`config.mk`:
```
export PLATFORM = sky130hd
export DESIGN_NAME = cmd_issue_port_flat
export DESIGN_NICKNAME = d
export VERILOG_FILES = /design/src/rtl/cmd_issue_port_if.sv /design/src/rtl/cmd_issue_port.sv /design/src/flat_wrapper.sv
export SDC_FILE = /design/constraint.sdc
export NUM_CORES = 1
export LEC_CHECK = 0
export CORE_MARGIN = 2
export CORE_UTILIZATION = 35
export CTS_CLUSTER_SIZE = 28
export DETAILED_ROUTE_END_ITERATION = 10
export PLACE_DENSITY_LB_ADDON = 0.12
export SLEW_MARGIN = 20
export SYNTH_ARGS = -nofsm -noshare
export SYNTH_HDL_FRONTEND = slang
export SYNTH_SLANG_ARGS = --single-unit
```
`constraint.sdc`:
```
create_clock -name clk -period 3.95 [get_ports clk]
set_input_delay 0.79 -clock clk [delete_from_list [all_inputs] [get_ports clk]]
set_output_delay 0.79 -clock clk [all_outputs]
set_load 0.02 [all_outputs]
```
`src/rtl/cmd_issue_port_if.sv`:
```
// cmd_issue_port_if: NoC command bus plus ack bus between an issuer and a receiver.
//   out_bus_data[7:0]  header beat, issuer -> receiver
//   out_bus_valid      beat valid, issuer -> receiver
//   bus_grant          issuer may drive the bus (arbiter/receiver side)
//   bus_ready          receiver ready to take a beat
//   ack_valid          ack bus strobe
//   ack_id[1:0]        ack target ID
// Modports: master = issuing end, slave = receiving/acking end.
interface cmd_issue_port_if;
  logic [7:0] out_bus_data;
  logic       out_bus_valid;
  logic       bus_grant;
  logic       bus_ready;
  logic       ack_valid;
  logic [1:0] ack_id;

  modport master (
    output out_bus_data, out_bus_valid,
    input  bus_grant, bus_ready, ack_valid, ack_id
  );

  modport slave (
    input  out_bus_data, out_bus_valid,
    output bus_grant, bus_ready, ack_valid, ack_id
  );
endinterface

```
`src/rtl/cmd_issue_port.sv`:
```
// cmd_issue_port: accepts one command request, serializes it as a 4-beat
// header (opcode byte, then 24-bit address LSB first) on the NoC bus, then
// waits for the CTRL ack or an ack timeout and pulses done.
// Ports:
//   clk, rst                 clock, asynchronous active-high reset
//   req_valid/req_ready      request handshake
//   req_enc_dec/dest/source/opcode/address  request fields
//   bus (master modport)     beat bus out, grant/ready/ack in
//   busy                     command in flight
//   done, timeout_err        one-cycle completion pulse and its qualifier
// Optional: define CMD_ISSUE_STATS_EN to add cmd_count and timeout_count.
module cmd_issue_port #(
  parameter int unsigned ACK_TIMEOUT = 255
) (
  input  logic        clk,
  input  logic        rst,
  input  logic        req_valid,
  output logic        req_ready,
  input  logic        req_enc_dec,
  input  logic [1:0]  req_dest,
  input  logic [1:0]  req_source,
  input  logic [1:0]  req_opcode,
  input  logic [23:0] req_address,
  cmd_issue_port_if.master bus,
  output logic        busy,
  output logic        done,
  output logic        timeout_err
`ifdef CMD_ISSUE_STATS_EN
  ,
  output logic [15:0] cmd_count,
  output logic [15:0] timeout_count
`endif
);

  localparam int unsigned TW      = 16;
  localparam logic [1:0]  OP_HASH = 2'd3;
  localparam logic [1:0]  CTRL_ID = 2'b11;
  localparam logic [TW-1:0] TIMER_LAST = TW'(ACK_TIMEOUT - 1);

  typedef enum logic [1:0] {IDLE, SEND, WAIT_ACK, DONE} state_t;

  state_t        state;
  logic [7:0]    hdr;
  logic [23:0]   addr;
  logic [1:0]    beat_cnt;
  logic [TW-1:0] timer;
  logic          to_flag;

  // Header beat selected by index from the latched command.
  function automatic logic [7:0] beat_of(input logic [1:0] idx,
                                         input logic [7:0] h,
                                         input logic [23:0] a);
    case (idx)
      2'd0:    beat_of = h;
      2'd1:    beat_of = a[7:0];
      2'd2:    beat_of = a[15:8];
      default: beat_of = a[23:16];
    endcase
  endfunction

  // Issuer FSM with registered outputs.
  always_ff @(posedge clk or posedge rst) begin
    if (rst) begin
      state             <= IDLE;
      hdr               <= '0;
      addr              <= '0;
      beat_cnt          <= '0;
      timer             <= '0;
      to_flag           <= 1'b0;
      req_ready         <= 1'b0;
      busy              <= 1'b0;
      done              <= 1'b0;
      timeout_err       <= 1'b0;
      bus.out_bus_valid <= 1'b0;
      bus.out_bus_data  <= '0;
`ifdef CMD_ISSUE_STATS_EN
      cmd_count         <= '0;
      timeout_count     <= '0;
`endif
    end else begin
      done        <= 1'b0;
      timeout_err <= 1'b0;
      case (state)
        IDLE: begin
          if (req_valid && req_ready) begin
            hdr       <= {req_enc_dec, 1'b0, req_dest, req_source, req_opcode};
            addr      <= req_address;
            beat_cnt  <= '0;
            req_ready <= 1'b0;
            busy      <= 1'b1;
            state     <= SEND;
          end else begin
            req_ready <= 1'b1;
          end
        end
        SEND: begin
          // First SEND cycle loads beat 0; afterwards a beat only advances on transfer.
          if (!bus.out_bus_valid) begin
            bus.out_bus_valid <= 1'b1;
            bus.out_bus_data  <= beat_of(beat_cnt, hdr, addr);
          end else if (bus.bus_ready && bus.bus_grant) begin
            if (beat_cnt == 2'd3) begin
              bus.out_bus_valid <= 1'b0;
              if (hdr[1:0] == OP_HASH) begin
                to_flag <= 1'b0;
                state   <= DONE;
              end else begin
                timer <= '0;
                state <= WAIT_ACK;
              end
            end else begin
              beat_cnt         <= beat_cnt + 2'd1;
              bus.out_bus_data <= beat_of(beat_cnt + 2'd1, hdr, addr);
            end
          end
        end
        WAIT_ACK: begin
          // Ack is checked before the timer so an ack in the last cycle wins.
          if (bus.ack_valid && bus.ack_id == CTRL_ID) begin
            to_flag <= 1'b0;
            state   <= DONE;
          end else if (timer == TIMER_LAST) begin
            to_flag <= 1'b1;
            state   <= DONE;
          end else begin
            timer <= timer + TW'(1);
          end
        end
        DONE: begin
          done        <= 1'b1;
          timeout_err <= to_flag;
          busy        <= 1'b0;
          state       <= IDLE;
`ifdef CMD_ISSUE_STATS_EN
          cmd_count   <= cmd_count + 16'd1;
          if (to_flag) timeout_count <= timeout_count + 16'd1;
`endif
        end
        default: state <= IDLE;
      endcase
    end
  end

endmodule

```
`src/flat_wrapper.sv`:
```
// flat-port wrapper written by rule: the top's interface ports become plain ports
module cmd_issue_port_flat 
#(
  parameter int unsigned ACK_TIMEOUT = 255
)
  (clk, rst, req_valid, req_ready, req_enc_dec, req_dest, req_source, req_opcode, req_address, busy, done, timeout_err, bus_out_bus_data, bus_out_bus_valid, bus_bus_grant, bus_bus_ready, bus_ack_valid, bus_ack_id);
  cmd_issue_port_if bus_i ();
  input  logic clk;
  input  logic rst;
  input  logic req_valid;
  output logic req_ready;
  input  logic req_enc_dec;
  input  logic [1:0] req_dest;
  input  logic [1:0] req_source;
  input  logic [1:0] req_opcode;
  input  logic [23:0] req_address;
  output logic busy;
  output logic done;
  output logic timeout_err;
  output wire logic [$bits(bus_i.out_bus_data)-1:0] bus_out_bus_data;
  output wire logic [$bits(bus_i.out_bus_valid)-1:0] bus_out_bus_valid;
  input wire logic [$bits(bus_i.bus_grant)-1:0] bus_bus_grant;
  input wire logic [$bits(bus_i.bus_ready)-1:0] bus_bus_ready;
  input wire logic [$bits(bus_i.ack_valid)-1:0] bus_ack_valid;
  input wire logic [$bits(bus_i.ack_id)-1:0] bus_ack_id;
  assign bus_out_bus_data = bus_i.out_bus_data;
  assign bus_out_bus_valid = bus_i.out_bus_valid;
  assign bus_i.bus_grant = bus_bus_grant;
  assign bus_i.bus_ready = bus_bus_ready;
  assign bus_i.ack_valid = bus_ack_valid;
  assign bus_i.ack_id = bus_ack_id;
  cmd_issue_port #(.ACK_TIMEOUT(ACK_TIMEOUT)) u_core (.clk(clk), .rst(rst), .req_valid(req_valid), .req_ready(req_ready), .req_enc_dec(req_enc_dec), .req_dest(req_dest), .req_source(req_source), .req_opcode(req_opcode), .req_address(req_address), .bus(bus_i), .busy(busy), .done(done), .timeout_err(timeout_err));
endmodule
```
==> impl_summary.txt <==
----------------------------------------------------
[Detailed routing]
  Highest signal layer in the routed design ... met4
  Met1 WL ... 4.00 mm
  Antenna Nets Post-Route ... 0
  Violation count after the first detailed-route iteration ... 168
  Total number of vias ... 2,777
  Drt wl/cell ... 16.4 µm
  Post-route DRC violation count ... 0
  WL met2 ... 3.91 mm
  Drt pass-1 iters ... 8
  Routed length on met3 ... 341 µm
  Total length of routed wires ... 8.38 mm
  Via density per instance ... 5.42

[Timing]
  Clock period minus worst slack ... 2.69 ns
  Skew final ... 0.00633 ns
  Post-route clock period utilization ... 0.682
  Finish-stage setup viols ... 0
  Actual transition at the worst max-transition pin ... 0.778 ns
  Number of endpoints with negative hold slack in the final report ... 0
  Setup repair after global routing missed its margin ... no
  Post-route setup TNS ... 0 ns
  Fmax ... 371 MHz
  Max-slew violations ... 0
  Worst rel slew slack ... 0.482

[Yosys]
  Portion of the post-synthesis area used by sequential elements ... 0.456
  Top flip-flop cell by instance count after synthesis ... dfrtp_1
  Count of state elements after synthesis ... 65
  Cell area after synthesis ... 0.00357 mm²
  Instance count of the mapped netlist ... 328
  Nets in the synthesized netlist ... 379
  Count of flip-flops with a built-in enable after synthesis ... 0
  Number of warnings reported in the yosys synthesis log ... 0
  Most area-hungry cell type in the Yosys netlist ... dfrtp_1
  Proportion of netlist area held by the largest area contributor ... 0.456
  Average size of a mapped cell ... 10.9 µm²
  Share of flip-flops with an asynchronous set or reset ... 1.00
  Number of unique standard cell types used by synthesis ... 50
  Top cells by area in the synthesized netlist ... dfrtp_1 46%, mux2_2 10%, ha_1 4.2%, a222oi_1 3.9%, a21oi_1 2.8%

[Worst hold path]
  Instance count along the most critical hold path ... 1
  Hold worst-path end ... u_core.timeout_err$_DFF_PP0_
  Hold WC Path Type ... register to register
  Launch point of the worst hold path ... u_core.to_flag$_DFFE_PP0P_

[Cells and area]
  Share of layout cells above drive strength 1 ... 0.166
  Antenna diode count ... 0
  Area grow syn2layout ... 23.8%
  Most frequent cells in the layout ... 65 x dfrtp_1, 51 x clkdlybuf4s50_1, 32 x mux2_2
  Most frequent standard cell in the layout excluding fill and tap cells ... dfrtp_1
  Final design area excluding fillers ... 0.00442 mm²
  Number of nets in the finished design ... 425
  # fillers ... 932

[Place]
  Dpl hpwl ... 6.01 mm
  Area after detailed placement ... 0.00419 mm²
  Routability congestion estimate ... 0.815
  Buffers added on ports ... 51

[Flow run]
  Number of max-capacitance violations reported ... 0

[GRT]
  First-pass GRT wire length ... 14.3 mm
  Pin count of the biggest net entering global routing ... 30
  Overall global routing resource usage ... 0.162
  Number of antenna violations at the first check in global routing ... 0
  Via count of the first global-routing pass ... 2,825
  Overall overflow remaining after global route ... 0

[Worst setup path]
  Data required time at the worst endpoint ... 3.16 ns
  FF-to-FF setup slack ... 1.56 ns
  Reg-to-reg critical path startpoint ... u_core.beat_cnt[1]$_DFFE_PP0P_
  Startpoint Class ... register
  Kind of cell adding the most delay to the critical path ... flip-flops
  Critical path arrival ... 1.90 ns
  Slowest-stage cell, CP ... dfrtp_1
  Critical Path Fanout Max ... 21
  Biggest cell delay along the critical path ... 0.82 ns
  Category of the critical setup timing path ... register to primary output
  Endpoint class of the critical path ... primary output
  Endpoint of the worst-slack reg-to-reg timing path ... u_core.timer[12]$_DFFE_PP0P_
  Critical-path cell list ... clkdlybuf4s50_1
  Count of buffer and inverter cells on the critical path ... 1
  Number of cells on the worst reg-to-reg path ... 5

[Clock network]
  TritonCTS Sinks ... 65
  Count of instances resized after the clock tree is built ... 0
  CTS Hold Buffers Added ... 0
  Clock buffers created by TritonCTS ... 9
  Number of H-tree levels ... 3
  Clock tree root driver cell ... clkbuf_8
  Number of buffers added for setup after CTS ... 0
  Bufs on Longest Clock Path ... 2
  Register clock-pin slew on the reported worst setup and hold paths ... 0.07 ns
  Clock tree from TritonCTS ... built
  Clock latency at the later pin of the worst-skew pair ... 0.35 ns

[Floorplan]
  Overall die area ... 0.0110 mm²
  Std-Cell Rows ... 36
  Chip Width ... 105 µm
  Ports ... 52
  Die Height ... 105 µm
  Placeable core area ... 0.00982 mm²
  Initial core utilization ... 0.364

[Power]
  Worst-case vdd ir drop ... 0.000260 V
  Leakage power summed over all cells ... 1.80 nW
  Power Density ... 738 mW/mm²

[Outcome]
  Run status ... complete, no violations

----------------------------------------------------
==> stage by stage <==
stage               power [mW]  instances  hold slack (ns)  setup slack (ns)   util
finish                    3.26        512            0.490              1.26  0.450
global route              3.50        512            0.528              1.14  0.450
CTS                       3.29        512            0.496              1.26  0.450
detailed placement        2.61        496            0.472              1.22  0.427
global placement          2.59        496            0.470              1.26  0.427
floorplan                 2.19        328            0.446              1.53      -
==> worst max-delay path by stage <==
stage | cells past startpoint | end | from | slack, ns
after global placement | 5 | u_core.timer[10]$_DFFE_PP0P_ | bus_bus_ready | 1.26
after global routing | 1 | bus_out_bus_valid | u_core.bus.out_bus_valid$_DFFE_PP0P_ | 1.14
after detailed placement | 5 | u_core.timer[9]$_DFFE_PP0P_ | bus_bus_ready | 1.22
after floorplan | 1 | u_core.addr[0]$_DFFE_PP0P_ | rst | 1.53
after CTS | 1 | bus_out_bus_valid | u_core.bus.out_bus_valid$_DFFE_PP0P_ | 1.26
final | 1 | bus_out_bus_valid | u_core.bus.out_bus_valid$_DFFE_PP0P_ | 1.26
==> final cells by class <==
type,count,area [µm²],share of cell area
Clock buffer,11,151,0.0343
Clock inverter,5,77.6,0.0176
Inverter,18,67.6,0.0153
Multi-Input combinational cell,225,1780,0.402
Sequential cell,65,1630,0.368
Tap cell,133,166,0.0377
Timing Repair Buffer,55,553,0.125
==> where the power goes <==
part,switching (mW),leakage (nW),internal [mW]
clock,0.268,0.115,0.388
combinational,0.701,0.887,0.698
sequential,0.254,0.797,0.954
total,1.22,1.80,2.04
==> logic make-up (layout without fill, tap and decap cells) <==
| family | count (synthesis) | count (layout) | share of synthesized area |
|---|---|---|---|
| simple gates | 91 | 91 | 0.152 |
| fa+ha+maj | 12 | 12 | 0.0420 |
| compound gates | 85 | 85 | 0.186 |
| mux | 37 | 37 | 0.117 |
| flops | 65 | 65 | 0.456 |
| buf+inv | 38 | 89 | 0.0470 |
==> metal layers <==
metal	track usage	vias to the layer above
met5	0	-
met4	0.0571	0
met3	0.0381	12
met2	0.254	64
met1	0.220	1358
li1	-	1343
==> cell usage after synthesis, types with 9 or more instances <==
cell type and n:
mux2_2 32, a21oi_1 20, nor2b_1 11, inv_1 18
dfrtp_1 65, ha_1 12, o21ai_0 10, nand4_1 9
a222oi_1 14, nand3_1 11, clkbuf_1 10, nor2_1 16
nand2_1 17, o221ai_1 9
==> flip-flops by register name, indices dropped and copies added, names as in the netlist, 2 cells and up <==
register,cells
u_core.addr,24
u_core.beat_cnt,2
u_core.bus.out_bus_data,8
u_core.hdr,7
u_core.state,2
u_core.timer,16
(Power assumes the default switching activity.)
